$ cat src/rtl/monim_ovl_mux.sv
// In-line video overlay: draws CH_N status words as binary bar graphs on a PAT_W x PAT_H stream.
// Optional MONIM_OVL_LINE_CHK_EN adds a sticky line-length error flag (line_err_o).

module monim_ovl_shadow #(
  parameter int DATA_W = 32
) (
  input  logic              clk_i,
  input  logic              arst_i,
  input  logic              ld,
  input  logic [DATA_W-1:0] d,
  output logic [DATA_W-1:0] q
);
  always_ff @(posedge clk_i or posedge arst_i)
    if (arst_i)  q <= '0;
    else if (ld) q <= d;
endmodule

module monim_ovl_mux #(
  parameter int               PIX_W  = 8,
  parameter int               PAT_W  = 800,
  parameter int               PAT_H  = 600,
  parameter int               CH_N   = 2,
  parameter int               DATA_W = 32,
  parameter int               BIT_W  = 8,
  parameter int               BAR_H  = 16,
  parameter int               ORG_X  = 16,
  parameter int               ORG_Y  = 16,
  parameter logic [PIX_W-1:0] FG_VAL = '1,
  parameter logic [PIX_W-1:0] BG_VAL = '0
) (
  input  logic                   clk_i,
  input  logic                   arst_i,
  input  logic [PIX_W-1:0]       s_axi_data_i,
  input  logic                   s_axi_valid_i,
  output logic                   s_axi_ready_o,
  input  logic                   s_axi_last_i,
  output logic [PIX_W-1:0]       m_axi_data_o,
  output logic                   m_axi_valid_o,
  input  logic                   m_axi_ready_i,
  output logic                   m_axi_last_o,
  input  logic [CH_N*DATA_W-1:0] data_i
`ifdef MONIM_OVL_LINE_CHK_EN
  ,
  output logic                   line_err_o
`endif
);
  localparam int XW  = $clog2(PAT_W + 1);
  localparam int YW  = $clog2(PAT_H + 1);
  localparam int CW  = $clog2(DATA_W);
  localparam int CHW = (CH_N > 1) ? $clog2(CH_N) : 1;
  localparam int BSH = $clog2(BIT_W);

  localparam logic [XW-1:0] X_LO  = XW'(ORG_X);
  localparam logic [XW-1:0] X_HI  = XW'(ORG_X + DATA_W*BIT_W);
  localparam logic [XW-1:0] X_MAX = XW'(PAT_W - 1);
  localparam logic [YW-1:0] Y_LO  = YW'(ORG_Y);
  localparam logic [YW-1:0] Y_HI  = YW'(ORG_Y + CH_N*BAR_H);
  localparam logic [YW-1:0] Y_MAX = YW'(PAT_H - 1);
  localparam logic [YW-1:0] BAR   = YW'(BAR_H);

  logic [XW-1:0]                x, dx;
  logic [YW-1:0]                y, dy;
  logic [CHW-1:0]               ch;
  logic [CW-1:0]                col;
  logic                         acc, frame_end, in_win, bit_on;
  logic [PIX_W-1:0]             pix;
  logic [CH_N-1:0][DATA_W-1:0]  shadow;

  assign s_axi_ready_o = !m_axi_valid_o || m_axi_ready_i;
  assign acc           = s_axi_valid_i && s_axi_ready_o;
  assign frame_end     = acc && s_axi_last_i && (y == Y_MAX);

  // Snapshot all channels together at the frame boundary so a frame never tears.
  for (genvar k = 0; k < CH_N; k++) begin : g_sh
    monim_ovl_shadow #(.DATA_W(DATA_W)) u_sh (
      .clk_i (clk_i),
      .arst_i(arst_i),
      .ld    (frame_end),
      .d     (data_i[k*DATA_W +: DATA_W]),
      .q     (shadow[k])
    );
  end

  always_comb begin
    dx     = x - X_LO;
    dy     = y - Y_LO;
    col    = CW'(dx >> BSH);
    ch     = CHW'(dy / BAR);
    in_win = (x >= X_LO) && (x < X_HI) && (y >= Y_LO) && (y < Y_HI);
    bit_on = shadow[ch][CW'(DATA_W-1) - col];
    pix    = in_win ? (bit_on ? FG_VAL : BG_VAL) : s_axi_data_i;
  end

  // x saturates on an over-long line so a missing last cannot wrap into the window.
  always_ff @(posedge clk_i or posedge arst_i)
    if (arst_i) begin
      x <= '0;
      y <= '0;
    end else if (acc) begin
      if (s_axi_last_i) begin
        x <= '0;
        y <= (y == Y_MAX) ? '0 : y + 1'b1;
      end else if (x != X_MAX) begin
        x <= x + 1'b1;
      end
    end

  always_ff @(posedge clk_i or posedge arst_i)
    if (arst_i) begin
      m_axi_valid_o <= 1'b0;
      m_axi_data_o  <= '0;
      m_axi_last_o  <= 1'b0;
    end else if (acc) begin
      m_axi_valid_o <= 1'b1;
      m_axi_data_o  <= pix;
      m_axi_last_o  <= s_axi_last_i;
    end else if (m_axi_ready_i) begin
      m_axi_valid_o <= 1'b0;
    end

`ifdef MONIM_OVL_LINE_CHK_EN
  always_ff @(posedge clk_i or posedge arst_i)
    if (arst_i)
      line_err_o <= 1'b0;
    else if (acc && ((s_axi_last_i && x != X_MAX) || (!s_axi_last_i && x == X_MAX)))
      line_err_o <= 1'b1;
`endif

endmodule

$ cat config.mk
export PLATFORM = sky130hd
export DESIGN_NAME = monim_ovl_mux
export DESIGN_NICKNAME = d
export VERILOG_FILES = /design/src/rtl/monim_ovl_mux.sv
export SDC_FILE = /design/constraint.sdc
export NUM_CORES = 1
export LEC_CHECK = 0
export ABC_CLOCK_PERIOD_IN_PS = 3100
export CAP_MARGIN = 20
export CORE_MARGIN = 2
export CORE_UTILIZATION = 35
export DETAILED_ROUTE_END_ITERATION = 16
export DONT_BUFFER_PORTS = 1
export PLACE_DENSITY = 0.48
export SETUP_SLACK_MARGIN = 0.5
export SLEW_MARGIN = 20
export SYNTH_ARGS = -nofsm -noshare
export SYNTH_HDL_FRONTEND = slang
export SYNTH_SLANG_ARGS = --single-unit
$ cat constraint.sdc
create_clock -name clk_i -period 3.1 [get_ports clk_i]
set_input_delay 0.62 -clock clk_i [delete_from_list [all_inputs] [get_ports clk_i]]
set_output_delay 0.62 -clock clk_i [all_outputs]
set_load 0.01 [all_outputs]
# After elaboration in Yosys (flattened, before gate mapping)
# Cells that the tools add are included.
# totals
ramBits,0
word_cells,43
register_bits,94
out_inout_bits,11
latchBits,0
romBits,0
memories,0
in_bits,77
# op_classes
div,0
mux,11
add_sub_neg,5
n_bitwise,0
shifts,0
eq_ne,2
n_mul,0
n_lt_le_gt_ge,6
reduce_logical,12
# op_table
op,count
$mux 32,2
$mux 10,3
$add 10x1->10 const B,2
$ge 10x5->1 const B,2
$mux 8,2
$eq 10x10->1 const B,1
$lt 10x6->1 const B,1
$lt 10x9->1 const B,1
$ne 10x10->1 const B,1
$sub 8x5->8 const B,1
$logic_and 1x1->1,6
$lt 5x6->1 const B,1
$bmux 1 s5,1
$sub 5x5->5 const A,1
$sub 5x5->5 const B,1
$reduce_and 2->1,2
$reduce_bool 2->1,2
$mux 1,3
$lt 1x2->1 const B,1
$logic_not 1->1,1
$logic_or 1x1->1,1

# Depth between registers and ports, before layout
# depth
word_depth,7
ltp_mapped,9
ltp_nobuf,8

# Hierarchy
# Synthesis repeated with hierarchy kept, for this count alone.
# hier_totals
cells_unflattened,380
hier_area_um2,4917.2
# by_module_without_submodules
mod,n_inst,area_each_um2,seq_area_each_um2,cells_each
monim_ovl_shadow,2,1348.8,800.8,69
monim_ovl_mux,1,2219.6,750.7,242

# Least setup slack after synthesis
# OpenSTA, ideal clock, no wires.
# synth_path
path_type,register to register
start,register x[4]
end,register m_axi_data_o[1]
t_required_ps,3034
period_less_slack_ps,2324
path_stages_with_launch,9
setup_slack_ps,776
arrival_time_ps,2258
path_buffers,1
setup_ps,66
path_cell_list,dfrtp_1 buf_2 inv_2 ha_1 or3b_1 nand2_1 nand4_4 o41ai_4 o22a_1
# synth_between
elab_chain_cells,6
word_cells_on_any_way,11
cone_classes,add/sub: 2; order compare: 2; mux: 4; reduce/logical: 3
# synth_rtl
item,line_no,text
from (decl),61,"logic [XW-1:0] x, dx;"
from (signal assigned),104,x <= x + 1'b1;
$sub 8x5->8,85,dx = x - X_LO;
$sub 5x5->5,90,bit_on = shadow[ch][CW'(DATA_W-1) - col];
$bmux 1 s5,90,
$mux 1 (implied by the code),90,
$mux 8,91,pix = in_win ? (bit_on ? FG_VAL : BG_VAL) : s_axi_data_i;
$mux 8 *,91,
to (signal assigned),115,m_axi_data_o <= pix;
to (decl),37,"output logic [PIX_W-1:0] m_axi_data_o,"
# Every way passes the cells marked *; elsewhere a longest branch is shown, timed or not. The select of a mux whose other input is x is not followed.
# A chain may end at the register's enable or synchronous reset.

# Final worst setup path
# layout_path
start,register x[5]
end,register m_axi_data_o[7]
# Same word-level chain as after synthesis.

==> impl_results.md <==
* Sw Pwr at 0.0006812 W
* CP cell instances: inv_1, ha_1, or3b_1, a211o_1, nand4_4, nand4b_1, o41ai_4, buf_4, o22a_1
* Synth cell types at 47
* First-pass GRT wire length at 15,500 um
* Number of synthesized flops with an enable pin at 0
* Port bufs at 0
* Vias post-DR at 2,718
* Register area share after synthesis at 51.07%
* Slew headroom at 59.63%
* Pleak at 2.331 nW
* Die area at 14,090 um^2
* Worst-skew pair later-pin latency at 0.34 ns
* Critical path data required time at 3.33 ns
* Clk_skew at 0.007963 ns
* Post-route minimum period at 2.436 ns
* # nets final at 440
* Setup Viol. Count Final at 0
* Met1 WL at 4151 um
* Worst-case reg-to-reg path depth at 9
* Fin crit share at 78.59%
* CTS Buffer Depth at 2
* Die Ht at 118.7 um
* Layout cell share with drive strength beyond 1 at 27.15%
* Dpl cell area at 4782 um^2
* Worst-Margin Slew at 0.6042 ns
* Pwr/cell area at 539.6 nW/um^2
* Cell Rows at 41
* Fmax at 410.4 MHz
* Vias in the first global route at 2,909
* Grt total ovfl at 0
* Max-Cap Viols at 0
* Initial antenna violation count at 3
* Post-Syn Area at 4606 um^2
* CP Data Arrival Time at 2.67 ns
* Post-synth ARST share at 100.0%
* Hold crit path type: input port to asynchronous set/reset pin
* Critical path's top delay family: simple AND/OR/NAND/NOR gates
* Seq pwr share at 49.0%
* RSZ-0062 raised after global routing: false
* Ys flop type: dfrtp_1
* VDD IR max at 0.5366 mV
* Die Wd at 118.7 um
* Drt pass-1 iters at 4
* Endpoints failing hold at 0
* Clock power share at 41.1%
* Buf+Inv Stages, Crit Path at 2
* Non-filler cells, final at 536
* Post-Route Utilization at 40.15%
* Syn nets at 441
* Yosys top cell by area: dfrtp_1
* Finished Cell Area at 5107 um^2
* Core area at 12,720 um^2
* Setup Total Neg Slack at 0 ns
* Flops & latches, synth at 94
* Min Hold Slack at 0.2149 ns
* Post-Syn Instances at 357
* Initial core utilization at 36.20%
* Post-CTS Hold Buffers at 0
* Wire length per cell at 17.78 um
* Area share of the largest cell type after synthesis at 51.07%
* DRC Markers at 0
* YS warnings at 0
* Critical R2R Capture: m_axi_data_o[7]
* Flop2flop setup slack at 0.66 ns
* Sw frac at 24.72%
* Setup crit start kind: flip-flop
* Area grow syn2layout at 10.89%
* Syn Area/Cell at 12.90 um^2
* DP Wirelength at 6766 um
* Logic gate share of total power at 9.9%
* Dominant cells by area after synthesis: dfrtp_1 51%, mux2_2 14%, mux4_2 4.9%
* CP max stage cell: dfrtp_1
* Met3 WL at 691 um
* Final GP Congestion at 0.7556
* Routed WL at 9530 um
* R2R Path Start: x[5]
* CP endpoint kind: flip-flop
* DR WL met2 at 4591 um
* Vias per inst at 5.071
* GRT Util Overall at 14.28%
* I/O pin total at 88
* Largest net degree at the start of global routing at 70
* Status: complete, no violations
* Total CTS buffers at 9
* Placed instance count at 516
* Clock transition at path regs at 0.07 ns
* CTS tree: built
* Sink Count at 94
* Htree depth at 3
* Top sig layer: met5
* Power Internal at 0.002075 W
* Crit-path max cell delay at 0.45 ns
* Commonest cells post-synth: 94 x dfrtp_1, 58 x mux2_2, 33 x nand2_1
* Routed Antenna Nets at 0
* Max-slew violations at 0
* Root Buffer: clkbuf_16
* Starting DRT DRC Count at 123
* Top-count cell post-synth: dfrtp_1
* Worst-path fanout max at 10
* CP Class: flip-flop to flip-flop
-- worst max-delay path by stage --
| stage | startpoint | endpoint | cells after the start |
|---|---|---|---|
| 2_1_floorplan | x[4] | m_axi_data_o[1] | 8 |
| 3_3_place_gp | x[3] | m_axi_data_o[3] | 6 |
| 3_5_place_dp | x[3] | m_axi_data_o[7] | 7 |
| 4_1_cts | x[3] | m_axi_data_o[7] | 7 |
| 5_1_grt | x[5] | m_axi_data_o[7] | 9 |
| 6_report | x[5] | m_axi_data_o[7] | 9 |
-- registers in the layout (all words and copies together) (netlist names) --
register / count
m_axi_valid_o: 1
m_axi_last_o: 1
x: 10
g_sh.u_sh.q: 64
y: 10
m_axi_data_o: 8
-- layout by cell type, fill, tap and decap left out, types with 4 or more instances in the layout --
cell and instances:
buf_4 5, clkbuf_16 9, dfrtp_1 93, ha_1 7
inv_1 8, mux2_1 6, mux2_2 58, mux2i_1 19
mux4_2 10, nand2_1 33, nand3_1 5, nand4_1 4
nor2_1 18, nor3_1 4, o21ai_0 7, o22a_1 8
xnor2_1 8, xor2_1 6
-- layer usage --
layer / global-route usage [%] / up-vias
met2: 22.92 / 53
met5: 0 / -
li1: - / 1290
met4: 3.795 / 2
met3: 7.239 / 10
met1: 16.90 / 1363
-- final cells by class --
| type | instances | area, um^2 |
|---|---|---|
| sequential | 94 | 2354 |
| fill | 1246 | 7615 |
| timing repair buffer | 8 | 97.59 |
| antenna | 3 | 7.507 |
| clock buffer | 12 | 256.5 |
| tap | 172 | 215.2 |
| clock inverter | 4 | 52.55 |
| inverter | 10 | 41.29 |
| multi-input combinational | 233 | 2083 |
-- power by group through the flow --
stage / Sequential, W / Combinational, W / Clock, W
CTS: 0.00135 / 0.000281 / 0.00118
global placement: 0.00137 / 0.000271 / 0
detailed placement: 0.00137 / 0.000280 / 0
global route: 0.00136 / 0.000305 / 0.00122
finish: 0.00135 / 0.000273 / 0.00113
floorplan: 0.00134 / 0.000263 / 0
-- kinds of logic (layout without fill, tap and decap cells) --
logic type	count (synthesis)	in the layout	share of synthesized area, %
buffers and inverters	30	34	3.722
adder cells (fa/ha/maj)	7	7	1.902
AND/OR/NAND/NOR	86	86	9.291
multiplexers	95	95	25.81
XOR/XNOR	15	15	3.016
flip-flops	94	94	51.07
AO/OA/AOI/OAI	30	30	5.189
other	0	3	0
-- repair_timing --
| action | in CTS | in global routing |
|---|---|---|
| setup buffers | 0 | 1 |
| setup endpoints to repair | 0 | 8 |
| resized for setup | 0 | 1 |
-- stage by stage --
stage | total power, W | setup slack (ns)
6_report | 0.002756 | 0.6636
5_1_grt | 0.002886 | 0.5114
4_1_cts | 0.002814 | 0.5847
3_5_place_dp | 0.001654 | 0.5868
3_3_place_gp | 0.001643 | 0.5508
2_1_floorplan | 0.001599 | 0.7763
Power figures use the tool's default switching activity.
